<file path="src/rtl/usb_pkg.sv">
// Shared types and line encodings for the USB transmit path.
// Provides line/FSM enums, pin encodings and the NRZI helper.
package usb_pkg;

   typedef enum logic [1:0] {
      J,
      K,
      SE0
   } line_state_t;

   typedef enum logic [2:0] {
      IDLE,
      SYNC,
      DATA,
      STUFF,
      EOP_SE0,
      EOP_J
   } tx_state_t;

   // {d_plus, d_minus}
   localparam logic [1:0] PINS_J   = 2'b10;
   localparam logic [1:0] PINS_K   = 2'b01;
   localparam logic [1:0] PINS_SE0 = 2'b00;

   function automatic logic [1:0] line_pins(input line_state_t l);
      logic [1:0] p;
      case (l)
         J:       p = PINS_J;
         K:       p = PINS_K;
         default: p = PINS_SE0;
      endcase
      return p;
   endfunction

   // NRZI: a 1 holds the level, a 0 toggles it.
   function automatic line_state_t nrzi(input line_state_t l,
                                        input logic b);
      line_state_t n;
      if (b)
         n = l;
      else if (l == J)
         n = K;
      else
         n = J;
      return n;
   endfunction

endpackage

</file>
<file path="src/rtl/usb_tx_bit_timer.sv">
// Line bit timer: counts 0..CLKS_PER_BIT-1 while enabled.
// Ports: clk, nRST (sync, active-low), en, bit_strobe (terminal count).
module usb_tx_bit_timer #(
   parameter int CLKS_PER_BIT = 4
) (
   input  logic clk,
   input  logic nRST,
   input  logic en,
   output logic bit_strobe
);

   localparam int CW = $clog2(CLKS_PER_BIT);
   localparam logic [CW-1:0] LAST = CW'(CLKS_PER_BIT - 1);

   logic [CW-1:0] cnt;

   always_ff @(posedge clk) begin
      if (!nRST || !en)
         cnt <= '0;
      else if (cnt == LAST)
         cnt <= '0;
      else
         cnt <= cnt + 1'b1;
   end

   assign bit_strobe = en && (cnt == LAST);

endmodule

</file>
<file path="src/rtl/usb_tx_engine.sv">
// USB FS/HS transmit engine: SYNC, LSB-first serialise, stuff, NRZI, EOP.
// Ports: byte stream in (tx_data/valid/last/ready), tx_abort,
// line out (d_plus_out/d_minus_out), tx_1_rx_0, tx_busy, tx_error.
module usb_tx_engine
   import usb_pkg::*;
#(
   parameter int CLKS_PER_BIT = 4,
   parameter int SYNC_BITS    = 8,
   parameter int STUFF_LIMIT  = 6,
   parameter int EOP_SE0_BITS = 2
) (
   input  logic       clk,
   input  logic       nRST,
   input  logic [7:0] tx_data,
   input  logic       tx_valid,
   input  logic       tx_last,
   input  logic       tx_abort,
   output logic       tx_ready,
   output logic       d_plus_out,
   output logic       d_minus_out,
   output logic       tx_1_rx_0,
   output logic       tx_busy,
   output logic       tx_error
);

   localparam int SW = $clog2(SYNC_BITS + 1);
   localparam int OW = $clog2(STUFF_LIMIT + 1);
   localparam int EW = $clog2(EOP_SE0_BITS + 1);
   localparam logic [SW-1:0] SYNC_LAST = SW'(SYNC_BITS - 1);
   localparam logic [SW-1:0] SYNC_PRE  = SW'(SYNC_BITS - 2);
   localparam logic [OW-1:0] ONES_MAX  = OW'(STUFF_LIMIT);
   localparam logic [EW-1:0] EOP_LAST  = EW'(EOP_SE0_BITS - 1);

   tx_state_t   state, state_n;
   line_state_t line, line_n;
   logic [SW-1:0] sync_cnt, sync_n;
   logic [2:0]    bit_idx, bit_n;
   logic [7:0]    shift, shift_n;
   logic          cur_last, last_n;
   logic [OW-1:0] ones, ones_n, ones_i;
   logic [EW-1:0] eop_cnt, eop_n;
   logic [7:0]    hold_data, hold_data_n;
   logic          hold_full, hold_full_n;
   logic          hold_last, hold_last_n;
   logic          closed, closed_n;
   logic          abort_pend, abort_n;
   logic          err, err_n;

   logic       strobe;
   logic       in_pkt, accept, abort_now, abort_go;
   logic       adv, load_hold, load_byp, go_eop;
   logic [7:0] new_byte;
   logic       new_last;

   usb_tx_bit_timer #(
      .CLKS_PER_BIT(CLKS_PER_BIT)
   ) u_timer (
      .clk       (clk),
      .nRST      (nRST),
      .en        (state != IDLE),
      .bit_strobe(strobe)
   );

   assign in_pkt    = (state == SYNC) || (state == DATA) || (state == STUFF);
   assign tx_ready  = !hold_full && !closed &&
                      (state != EOP_SE0) && (state != EOP_J);
   assign accept    = tx_valid && tx_ready;
   assign abort_now = tx_abort && in_pkt;
   // Abort is latched until the current bit finishes, then jumps to EOP.
   assign abort_go  = strobe && in_pkt && (abort_pend || tx_abort);

   always_ff @(posedge clk) begin
      if (!nRST) begin
         state      <= IDLE;
         line       <= J;
         sync_cnt   <= '0;
         bit_idx    <= '0;
         shift      <= '0;
         cur_last   <= 1'b0;
         ones       <= '0;
         eop_cnt    <= '0;
         hold_data  <= '0;
         hold_full  <= 1'b0;
         hold_last  <= 1'b0;
         closed     <= 1'b0;
         abort_pend <= 1'b0;
         err        <= 1'b0;
      end else begin
         state      <= state_n;
         line       <= line_n;
         sync_cnt   <= sync_n;
         bit_idx    <= bit_n;
         shift      <= shift_n;
         cur_last   <= last_n;
         ones       <= ones_n;
         eop_cnt    <= eop_n;
         hold_data  <= hold_data_n;
         hold_full  <= hold_full_n;
         hold_last  <= hold_last_n;
         closed     <= closed_n;
         abort_pend <= abort_n;
         err        <= err_n;
      end
   end

   always_comb begin
      state_n   = state;
      line_n    = line;
      sync_n    = sync_cnt;
      bit_n     = bit_idx;
      shift_n   = shift;
      last_n    = cur_last;
      ones_n    = ones;
      ones_i    = '0;
      eop_n     = eop_cnt;
      abort_n   = abort_pend;
      err_n     = 1'b0;
      adv       = 1'b0;
      load_hold = 1'b0;
      load_byp  = 1'b0;
      go_eop    = 1'b0;
      new_byte  = hold_data;
      new_last  = hold_last;

      unique case (state)
         IDLE: begin
            if (accept) begin
               state_n = SYNC;
               line_n  = K;
               sync_n  = '0;
            end
         end
         SYNC: begin
            if (abort_go) begin
               go_eop = 1'b1;
            end else if (strobe) begin
               if (sync_cnt == SYNC_LAST) begin
                  load_hold = 1'b1;
                  // trailing SYNC 1 counts toward stuffing
                  ones_n    = OW'(1);
               end else begin
                  sync_n = sync_cnt + 1'b1;
                  line_n = nrzi(line, sync_cnt == SYNC_PRE);
               end
            end
         end
         DATA: begin
            if (abort_go) begin
               go_eop = 1'b1;
            end else if (strobe) begin
               ones_i = shift[0] ? ones + 1'b1 : '0;
               if (ones_i == ONES_MAX) begin
                  state_n = STUFF;
                  line_n  = nrzi(line, 1'b0);
                  ones_n  = '0;
               end else begin
                  ones_n = ones_i;
                  adv    = 1'b1;
               end
            end
         end
         STUFF: begin
            if (abort_go) begin
               go_eop = 1'b1;
            end else if (strobe) begin
               ones_n = '0;
               adv    = 1'b1;
            end
         end
         EOP_SE0: begin
            if (strobe) begin
               if (eop_cnt == EOP_LAST) begin
                  state_n = EOP_J;
                  line_n  = J;
               end else begin
                  eop_n = eop_cnt + 1'b1;
               end
            end
         end
         EOP_J: begin
            if (strobe) begin
               state_n = IDLE;
               line_n  = J;
            end
         end
         default: state_n = IDLE;
      endcase

      // Move to the next data bit, or handle the byte boundary.
      if (adv) begin
         if (bit_idx != 3'd7) begin
            state_n = DATA;
            bit_n   = bit_idx + 1'b1;
            shift_n = {1'b0, shift[7:1]};
            line_n  = nrzi(line, shift[1]);
         end else if (hold_full) begin
            load_hold = 1'b1;
         end else if (accept) begin
            load_byp = 1'b1;
         end else begin
            go_eop = 1'b1;
            err_n  = !cur_last;
         end
      end

      if (load_byp) begin
         new_byte = tx_data;
         new_last = tx_last;
      end

      if (load_hold || load_byp) begin
         state_n = DATA;
         bit_n   = '0;
         shift_n = new_byte;
         last_n  = new_last;
         line_n  = nrzi(line, new_byte[0]);
      end

      if (go_eop) begin
         state_n = EOP_SE0;
         line_n  = SE0;
         eop_n   = '0;
         abort_n = 1'b0;
      end

      if (abort_now) begin
         err_n = 1'b1;
         if (!abort_go)
            abort_n = 1'b1;
      end
   end

   always_comb begin
      hold_full_n = hold_full;
      hold_data_n = hold_data;
      hold_last_n = hold_last;
      closed_n    = closed;
      if (load_hold)
         hold_full_n = 1'b0;
      if (accept && !load_byp && !abort_now) begin
         hold_full_n = 1'b1;
         hold_data_n = tx_data;
         hold_last_n = tx_last;
      end
      if (accept && tx_last)
         closed_n = 1'b1;
      // An aborted packet takes no further bytes.
      if (abort_now) begin
         hold_full_n = 1'b0;
         closed_n    = 1'b1;
      end
      if (state_n == IDLE)
         closed_n = 1'b0;
   end

   assign tx_busy   = (state != IDLE);
   assign tx_1_rx_0 = tx_busy;
   assign tx_error  = err;
   assign {d_plus_out, d_minus_out} = tx_busy ? line_pins(line) : 2'b00;

endmodule

</file>
<file path="config.mk">
export PLATFORM = sky130hd
export DESIGN_NAME = usb_tx_engine
export DESIGN_NICKNAME = d
export VERILOG_FILES = /design/src/rtl/usb_pkg.sv /design/src/rtl/usb_tx_bit_timer.sv /design/src/rtl/usb_tx_engine.sv
export SDC_FILE = /design/constraint.sdc
export NUM_CORES = 1
export LEC_CHECK = 0
export CORE_ASPECT_RATIO = 0.75
export CORE_UTILIZATION = 62
export DETAILED_ROUTE_END_ITERATION = 16
export PLACE_DENSITY = 0.86
export SLEW_MARGIN = 10
export SYNTH_ARGS = -nofsm -noshare
export SYNTH_HDL_FRONTEND = slang
export SYNTH_HIERARCHICAL = 1
export SYNTH_SLANG_ARGS = --single-unit
</file>
<file path="constraint.sdc">
create_clock -name clk -period 4.2 [get_ports clk]
set_input_delay 0.84 -clock clk [delete_from_list [all_inputs] [get_ports clk]]
set_output_delay 0.84 -clock clk [all_outputs]
set_load 0.005 [all_outputs]
</file>
; Word level (Yosys, flattened, before mapping)
; Index checks and enable logic that the tools add are counted.
[totals]
register_bits = 41
input_bits = 13
out_inout_bits = 6
elab_cells = 185
[classes]
addsub = 5
eq_ne = 27
mux = 88
n_bitwise = 2
n_reduce_logical = 47
[op_table]
columns = cell, n
row1 = 3-bit 2-to-1 mux, 20
row2 = 1-bit 2-to-1 mux, 36
row3 = 2-bit 2-to-1 mux, 18
row4 = 8-bit 2-to-1 mux, 4
row5 = "2-bit != test, second input constant", 9
row6 = 4-bit 2-to-1 mux, 4
row7 = 3-bit one-hot mux with 5 select lines, 1
row8 = "3-bit != test, second input constant", 4
row9 = 2-bit OR reduction, 6
row10 = 1-bit logical AND, 11
row11 = 2-bit one-hot mux with 5 select lines, 1
row12 = 2-bit nonzero test, 5
row13 = "3-bit == test, second input constant", 3
row14 = 3-bit one-hot mux with 3 select lines, 1
row15 = "4-bit by 3-bit == test with 1-bit output, second input constant", 2
row16 = 4-bit one-hot mux with 2 select lines, 1
row17 = 2-bit AND reduction, 4
row18 = 8-bit AND reduction, 1
row19 = 1-bit logical NOT, 7
row20 = "3-bit by 1-bit adder with 3-bit output, second input constant", 2
row21 = "3-bit by 2-bit == test with 1-bit output, second input constant", 2
row22 = 3-bit logical NOT, 2
row23 = 3-bit nonzero test, 2
row24 = 1-bit logical OR, 5
row25 = other kinds (15), 18

; Depth between registers and ports, before layout
; Gate-level depths: netlist of run 1.
[logic_depth]
word_depth = 15
depth_mapped = 10

; Cells and area by module
; Netlist of run 1, hierarchy kept.
[modules_own_cells]
columns = module, n_inst, cells_each, area_each_um2, seq_area_each_um2
row1 = usb_tx_engine, 1, 264, 2273.4, 780.7
row2 = usb_tx_bit_timer, 1, 6, 83.8, 40.0

; Least setup slack after synthesis of run 1
; No wires, ideal clock.
[synth_path]
kind = input to register
start = input tx_valid
end = register line[0]
arrival_time_ps = 2179
setup_slack_ps = 1933
stages = 7
n_path_buf = 1
cell_sequence = and2b_2 nand3_2 or3_1 buf_4 a221oi_2 a211oi_1 a311oi_2
[synth_between]
elab_chain_len = 8
[synth_lines]
columns = item, line_no
row1 = start: declaration, usb_tx_engine.sv:15  ; input logic tx_valid,
row2 = 1-bit logical AND (*), usb_tx_engine.sv:67  ; assign accept = tx_valid && tx_ready;
row3 = 1-bit 2-to-1 mux, usb_tx_engine.sv:198  ; end else if (accept) begin
row4 = 1-bit 2-to-1 mux, usb_tx_engine.sv:196  ; end else if (hold_full) begin
row5 = 1-bit 2-to-1 mux, usb_tx_engine.sv:191  ; if (bit_idx != 3'd7) begin
row6 = 1-bit 2-to-1 mux, usb_tx_engine.sv:190  ; if (adv) begin
row7 = 8-bit 2-to-1 mux / 1-bit logical OR (equally long branches), "usb_tx_engine.sv:206, usb_tx_engine.sv:211"
row8 = 2-bit != test (no line) / 4-bit by 3-bit != test with 1-bit output (equally long branches), -
row9 = 2-bit AND reduction (no line), -
row10 = end signal: assignment, usb_tx_engine.sv:90  ; line <= line_n;
row11 = end: declaration, usb_tx_engine.sv:35  ; line_state_t line, line_n;
; Every way passes the cells marked *; elsewhere a longest branch is shown, timed or not.
; A chain may end at the register's enable or synchronous reset.

; Worst setup path after layout of run 1
[layout_path]
start = input tx_abort
end = register line[0]
[layout_between]
elab_chain_len = 10
[layout_lines]
columns = item, line_no
row1 = start: declaration, usb_tx_engine.sv:17  ; input logic tx_abort,
row2 = 1-bit logical OR (*), usb_tx_engine.sv:70  ; assign abort_go = strobe && in_pkt && (abort_pend || tx_abort);
row3 = 1-bit logical AND (*), usb_tx_engine.sv:70
row4 = 1-bit 2-to-1 mux, usb_tx_engine.sv:134  ; if (abort_go) begin
row5 = 1-bit 2-to-1 mux, usb_tx_engine.sv:125  ; unique case (state)
row6 = 1-bit 2-to-1 mux, usb_tx_engine.sv:196
row7 = 1-bit 2-to-1 mux, usb_tx_engine.sv:191
row8 = 1-bit 2-to-1 mux, usb_tx_engine.sv:190
row9 = 1-bit logical OR, usb_tx_engine.sv:211  ; if (load_hold || load_byp) begin
row10 = 4-bit by 3-bit != test with 1-bit output (no line) / 2-bit != test (equally long branches), -
row11 = 2-bit AND reduction (no line), -
; Marked as above.

==> impl_metrics.toml, run 1 <==
[drt]
wirelength_mm = 5.26
postRouteAntennaNets = 0
wl_per_cell_um = 15.6
viasPerCell = 6.03
drt_iter0_markers = 213
drtPass1Iterations = 5
drc_errors = 0
vias = 2037

[die]
dieArea_mm2 = 0.00406
start_util_pct = 64.8
core_area_mm2 = 0.00364
num_rows = 19
die_h_um = 55.4
ios = 19
die_w_um = 73.2

[clock_tree]
clk_latency_ns = 0.30
ctsHoldBuffers = 0
htreeDepth = 2
cts.repair.resized = 0
clkSinkCount = 41
postCtsSetupRepairBufs = 0
clockBufferDepth = 2
cts_tree = "done"
path_clk_slew_ns = 0.08
clockRootBuffer = "clkbuf_8"
numCtsBuffers = 5

[sta]
setup_violations = 0
fin_setup_tns_ns = 0
worst_slew_margin_rel_pct = 51.2
drv_slew = 0
hold_violations = 0
fin_crit_ns = 2.93
fin_skew_ns = 0.00986
tightest_slew_ns = 0.730
finalWorstSetupSlack_ns = 1.27
fmax_mhz = 341
holdWs_ns = 0.463
rsz0062_at_grt = "false"
finalCritPeriodShare_pct = 69.8

[worst_hold_path]
holdPathEnd = "ones[1]"
min_delay_path_depth = 2
hp-class = "register to register"
min_from = "ones[1]"

[worst_setup_path]
crit_path_end_kind = "register"
crit_slowest_cell = "nor3_2"
path_class = "input port to register"
r2r-end = "line[0]"
crit_arrival_ns = 3.11
required_ns = 4.38
critPathMaxFanout = 8
ff2ff_path_depth = 9
crit_path_start_kind = "input port"
crit-reg2reg-launch = "state[2]"
crit_chain = "clkdlybuf4s50_1 -> nor2_2 -> nand3_1 -> nor3_2 -> buf_4 -> a221oi_2 -> a211oi_1 -> a311oi_2"
slowest_delay_ns = 0.51
ff2ff_setup_slack_ns = 1.28

[place]
dp_hpwl_mm = 3.76
placed_area_mm2 = 0.00256
port-buffer-count = 18
dp_slack_ns = 0.986
finalWeightedCongestion = 0.912

[cells_and_area]
area_delta_synth_final_pct = 12.2
fin_area_mm2 = 0.00264
final_cell_mix = "nand2_1, dfxtp_1, mux2i_1, nor2_1, clkdlybuf4s50_1"
n_fill_cell = 285
nNetsFinal = 305
post-route-util_pct = 72.7
layout-drive-gt1-share_pct = 11.5
diodes = 0

[synthesis]
synth.distinct_cells = 59
ys_ff_latch = 41
synth_area_mm2 = 0.00236
syn_nets = 290
yosys_warnings = 6
synthCells = 270
synth-edff-count = 0
syn_avg_cell_area_um2 = 8.73
synth_ff_type = "dfxtp_1"
synthArstFlopShare_pct = 0
seq_area_frac_synth_pct = 34.8

[power_and_ir_drop]
power_density_mw_per_mm2 = 301
p_clk_share_pct = 32.3
swShare_pct = 27.2
leakage_nw = 1.11
pwr-share-seq_pct = 52.7
p_int_mw = 0.579
ir_worst_vdd_uv = 199
pwr-share-comb_pct = 15.0
switchingPower_mw = 0.216

[grt]
grt_pass1_vias = 1809
antenna_found_initial = 0
overflow = 0
grt_pass1_wl_mm = 8.73
grt_usage_pct = 28.4
grt_max_degree = 25

[run]
drv_cap = 0

[run_status]
outcome = "complete, no violations"
[power groups by stage]
stage	logic (mW)	clock network [mW]	registers, mW
after floorplan	0.0813	0	0.421
after global placement	0.117	0	0.426
after detailed placement	0.118	0	0.427
after CTS	0.119	0.260	0.418
after global routing	0.131	0.275	0.421
final	0.120	0.257	0.419
[synth_stat cells (3+ instances only)]
library cell | number | share of area (%)
nor2_1 | 18 | 2.9
inv_1 | 7 | 1.1
nand3_1 | 7 | 1.5
xnor2_1 | 3 | 1.1
buf_4 | 5 | 1.6
buf_2 | 4 | 0.85
o21ai_1 | 8 | 1.7
clkbuf_1 | 4 | 0.64
ha_1 | 7 | 3.7
o21ai_0 | 7 | 1.5
nor2b_1 | 13 | 3.5
dfxtp_1 | 41 | 35
o21a_1 | 4 | 1.3
a21oi_1 | 5 | 1.1
o211a_1 | 6 | 2.5
a21boi_1 | 3 | 0.96
a211oi_1 | 3 | 0.96
nand2_1 | 41 | 6.5
nand2b_1 | 7 | 1.9
nand4_1 | 4 | 1.1
nor4_1 | 3 | 0.80
mux2i_1 | 19 | 8.1
nor3b_1 | 4 | 1.3
[sequential cells by signal (all words and copies together), names as in the netlist]
name	count
bit_idx	3
abort_pend	1
state	3
u_timer/cnt	2
tx_error	1
shift	8
line	2
sync_cnt	4
hold_last	1
eop_cnt	2
closed	1
ones	3
hold_data	8
cur_last	1
hold_full	1
[final cells by class]
type                    count  area (um2)  area share (%)
multi-input cells         208        1440            54.4
flip-flops and latches     41         821            31.0
repair buffers             21         203            7.67
clock buffers               5        68.8            2.60
well taps                  52        65.1            2.46
inverters                   8        30.0            1.14
clock inverters             3        17.5           0.663
[worst max-delay path: cells and delay by family]
family	cells	cell delay, ns
buf+inv	2	0.74
compound gates	3	0.45
simple gates	3	1.08
[logic make-up (layout without fill, tap and decap cells)]
kind of cell               Yosys count  after routing  share of synthesized area, %
buffers and inverters               21             37                          4.35
xor gates and xnor gates             6              6                          2.55
AOI/OAI and AO/OA                   55             55                          18.4
muxes                               19             19                          8.07
DFF                                 41             41                          34.8
adders and majority gates            7              7                          3.72
and+or+nand+nor                    121            121                          28.1
[metal layers]
metal  vias up  track usage [%]  share of wire, %
li1        995                -                 -
met1       952             41.3                48
met2        82             41.5                43
met4         0             8.40               1.2
met5         -                0                 0
met3         8             6.39               7.1
[how the worst max path moves through the flow]
stage	to	startpoint	cells past startpoint	slack, ns
after floorplan	line[0]	tx_valid	7	1.93
after global placement	line[0]	tx_abort	8	1.08
after detailed placement	line[0]	tx_abort	8	0.99
after CTS	line[0]	tx_abort	8	1.30
after global routing	shift[2]	state[2]	9	1.07
final	line[0]	tx_abort	8	1.27
[through the flow]
| step | total power, mW | instances |
|---|---|---|
| after global routing | 0.826 | 338 |
| after detailed placement | 0.545 | 330 |
| after global placement | 0.543 | 330 |
| after CTS | 0.797 | 338 |
| after floorplan | 0.502 | 270 |
| final | 0.795 | 338 |
Note: power is estimated with default switching activity, not from simulation.
==> run 2, diff against run 1 <==
Settings changed: CORE_UTILIZATION 62 to 58, PLACE_DENSITY 0.86 to 0.82.
Clock period 4.2 ns to 2.9 ns, I/O delays scaled along.
==> impl_metrics.toml, run 2 (synthesized netlist as in run 1, its figures left out) <==
[worst_setup_path]
critPathMaxFanout = 11
crit_path_start_kind = "register"
crit_slowest_cell = "dfxtp_1"
path_class = "register to output port"
crit_path_end_kind = "output port"
crit_chain = "nor3_2 -> buf_4 -> nor3b_1 -> clkdlybuf4s50_1"
required_ns = 2.32
slowest_delay_ns = 0.57
crit_arrival_ns = 1.84

[clock_tree]
cts.repair.resized = 0
ctsHoldBuffers = 0
numCtsBuffers = 5
clkSinkCount = 41
cts_tree = "done"
htreeDepth = 2
clk_latency_ns = 0.30
path_clk_slew_ns = 0.08
postCtsSetupRepairBufs = 0
clockBufferDepth = 2
clockRootBuffer = "clkbuf_8"

[cells_and_area]
n_fill_cell = 279
layout-drive-gt1-share_pct = 13.9
multiInputGateArea_mm2 = 0.00144
fin_area_mm2 = 0.00277
final_cell_mix = "nand2_1, dfxtp_1, mux2i_1, nor2_1, clkdlybuf4s50_1"
area_delta_synth_final_pct = 17.4
diodes = 0
nNetsFinal = 313
reg_top3 = "hold_data: 8 flops, shift: 8 flops, sync_cnt: 4 flops"
seq_area_um2 = 821
post-route-util_pct = 73.2

[sta]
holdWs_ns = 0.461
tightest_slew_ns = 0.443
fmax_mhz = 414
worst_slew_margin_rel_pct = 70.4
finalCritPeriodShare_pct = 83.3
fin_skew_ns = 0.00520
fin_crit_ns = 2.42
fin_setup_tns_ns = 0
setup_violations = 0
drv_slew = 0
rsz0062_at_grt = "false"
hold_violations = 0

[power_and_ir_drop]
total_power_mw = 1.35
ir_worst_vdd_uv = 325
power_density_mw_per_mm2 = 486
leakage_nw = 1.17

[drt]
wl_per_cell_um = 15.5
viasPerCell = 5.92
drc_errors = 0
wirelength_mm = 5.35
postRouteAntennaNets = 0
drtPass1Iterations = 4
drt_iter0_markers = 146
vias = 2047

[grt]
overflow = 0
grt_max_degree = 24
grt_pass1_wl_mm = 8.64
grt_usage_pct = 27.1
antenna_found_initial = 0
grt_pass1_vias = 1823

[run]
drv_cap = 0

[die]
core_area_mm2 = 0.00378
die_h_um = 57.2
dieArea_mm2 = 0.00433
ios = 19
start_util_pct = 62.4
num_rows = 19
die_w_um = 75.6

[place]
dp_hpwl_mm = 3.86
port-buffer-count = 18
placed_area_mm2 = 0.00263
finalWeightedCongestion = 0.960

[run_status]
outcome = "complete, no violations"

[worst_hold_path]
hp-class = "register to register"
-- run 2: final timing paths --
path	end	slack, ns	cells past startpoint	from
worst min register to register	ones[1]	0.46	2	ones[1]
worst max-delay path	d_minus_out	0.48	4	state[1]
worst max register to register	line[0]	0.54	8	state[1]
worst min-delay path	ones[1]	0.46	2	ones[1]
-- run 2: layout make-up --
class,count,share of cell area [%]
sequential,41,29.7
timing repair buffer,29,9.95
multi-input combinational,208,52.0
clock buffer,5,2.49
tap,52,2.35
clock inverter,3,2.49
inverter,8,1.08
-- run 2: critical path, delay by kind of cell, from the launching register on --
kind / cells / cell delay, ns
DFF: 1 / 0.57
buffers and inverters: 2 / 0.69
and+or+nand+nor: 2 / 0.27
-- run 2: stage by stage --
step / instances / worst slack [ns]
finish: 346 / 0.483
global route: 346 / 0.348
CTS: 346 / 0.503
detailed placement: 338 / 0.346
global placement: 338 / 0.397
floorplan: 270 / 0.732
-- run 2: report_power, final --
group | total, mW | internal [mW] | switching, mW | leakage, nW
clock | 0.559 | 0.347 | 0.212 | 0.0687
combinational | 0.183 | 0.0924 | 0.0910 | 0.771
sequential | 0.603 | 0.584 | 0.0188 | 0.333
-- run 2: routing by layer --
layer	GRT usage, %	share of wire [%]	vias up
li1	-	-	1015
met1	40.2	50	952
met2	37.1	41	68
met3	7.07	7.5	12
met4	10.6	1.8	0
met5	0	0	-
==> run 3, diff against run 2 <==
Settings changed: CORE_UTILIZATION 58 to 52, PLACE_DENSITY 0.82 to 0.77.
Clock period 2.9 ns to 1.95 ns, I/O delays scaled along.
==> impl_metrics.toml, run 3 (synthesized netlist as in run 1, its figures left out) <==
[run_status]
outcome = "finished with violations"
violations = "setup timing"

[worst_setup_path]
critPathMaxFanout = 8
crit_path_end_kind = "register"
crit_path_start_kind = "register"
r2r-end = "closed"
crit-reg2reg-launch = "ones[0]"
path_class = "register to register"
ff2ff_setup_slack_ns = -0.04
ff2ff_path_depth = 9
required_ns = 2.14
crit_arrival_ns = 2.18

[sta]
rsz0062_at_grt = "true"
finalCritPeriodShare_pct = 102
tightest_slew_ns = 0.365
drv_slew = 0
fin_skew_ns = 0.00625
fin_setup_tns_ns = -0.108
hold_violations = 0
finalWorstSetupSlack_ns = -0.0397
worst_slew_margin_rel_pct = 75.5
fmax_mhz = 503
setup_violations = 5
fin_crit_ns = 1.99

[place]
placed_area_mm2 = 0.00291
placed_cells = 372
dp_hpwl_mm = 4.47
port-buffer-count = 18
finalWeightedCongestion = 0.960

[cells_and_area]
diodes = 0
final_common_cell = "buf_4"
layout-drive-gt1-share_pct = 34.1
final_cell_mix = "buf_4, dfxtp_1, nand2_1, mux2i_1, nor2_1"
seq_area_um2 = 838
area_delta_synth_final_pct = 38.0
nNetsFinal = 350
stdcell_count = 386
n_fill_cell = 279
multiInputGateArea_mm2 = 0.00163
reg_top3 = "hold_data: 8 flops, shift: 8 flops, sync_cnt: 4 flops"
fin_area_mm2 = 0.00325

[clock_tree]
ctsHoldBuffers = 0
clkSinkCount = 41
numCtsBuffers = 5
htreeDepth = 2
cts_tree = "done"
clockBufferDepth = 2
clk_latency_ns = 0.31
clockRootBuffer = "clkbuf_8"
path_clk_slew_ns = 0.08

[die]
dieArea_mm2 = 0.00481
start_util_pct = 56.1
core_area_mm2 = 0.00420
ios = 19
die_h_um = 60.3
die_w_um = 79.7
num_rows = 20

[drt]
wl_per_cell_um = 17.2
wirelength_mm = 6.64
viasPerCell = 5.89
postRouteAntennaNets = 0
vias = 2275
drc_errors = 0
drtPass1Iterations = 5
drt_iter0_markers = 183

[worst_hold_path]
min_from = "ones[1]"
holdPathEnd = "ones[1]"
hp-class = "register to register"
min_delay_path_depth = 2

[grt]
grt_usage_pct = 27.8
grt_max_degree = 26
grt_pass1_vias = 2048
overflow = 0
antenna_found_initial = 0
grt_pass1_wl_mm = 9.98

[power_and_ir_drop]
power_density_mw_per_mm2 = 587
leakage_nw = 1.38
total_power_mw = 1.91
ir_worst_vdd_uv = 572

[run]
drv_cap = 0
## run 3: changes by cell type in the layout (fill, tap and decap cells not counted), moves of 4 or more
| cell | before | now |
|---|---|---|
| dfxtp_4 | 0 | 4 |
| buf_4 | 10 | 39 |
| buf_6 | 0 | 8 |
| dfxtp_1 | 41 | 35 |
| nand2_1 | 41 | 33 |
| nand2_2 | 0 | 8 |
## run 3: through the flow
stage / utilization [%] / hold WS (ns) / setup slack, ns
final: 77.4 / 0.479 / -0.0397
after detailed placement: 69.3 / 0.470 / -0.282
after global routing: 77.4 / 0.512 / -0.110
after floorplan: - / 0.453 / 0.00984
after CTS: 74.0 / 0.481 / -0.0309
after global placement: 69.3 / 0.461 / -0.246
## run 3: how the worst max path moves through the flow
| stage | slack, ns | startpoint | endpoint |
|---|---|---|---|
| global route | -0.11 | ones[0] | line[1] |
| detailed placement | -0.28 | tx_valid | line[0] |
| finish | -0.04 | ones[0] | closed |
| global placement | -0.25 | tx_abort | ones[2] |
| floorplan | 0.01 | state[1] | closed |
| CTS | -0.03 | ones[0] | line[0] |
## run 3: area by class of cell
class                   instances  area share (%)
flip-flops and latches         41            25.8
clock buffers                   8            3.42
inverters                       8           0.923
repair buffers                 66            17.7
multi-input cells             208            50.1
well taps                      55            2.12
## run 3: critical path, stage by stage, from the launching register on
cell and delay, ns:
dfxtp_4 0.36, ha_4 0.26, nand4b_1 0.10, buf_6 0.15, o211ai_4 0.25, o21ai_1 0.12
nand3_1 0.09, buf_6 0.15, nand2_2 0.06, o311a_1 0.33
## run 3: repair_timing
action | 4_1_cts | 5_1_grt
buffers inserted | 5 | 1
endpoints found under the setup margin | 16 | 28
gates resized for setup | 19 | 30
endpoints found under the hold margin | 0 | 0
pin swaps | 8 | 11
## run 3: routing by layer
| metal | up-vias | routed length, um | GRT usage (%) |
|---|---|---|---|
| met4 | 0 | 144 | 10.7 |
| li1 | 1081 | - | - |
| met1 | 1059 | 3030 | 40.5 |
| met3 | 16 | 504 | 5.80 |
| met2 | 119 | 2960 | 40.4 |
| met5 | - | 0 | 0 |
## run 3: power breakdown
group          internal, mW  total, mW  switching, mW
clock                 0.366      0.674          0.308
sequential            0.866      0.904         0.0383
combinational         0.172      0.330          0.158
total                  1.40       1.91          0.505
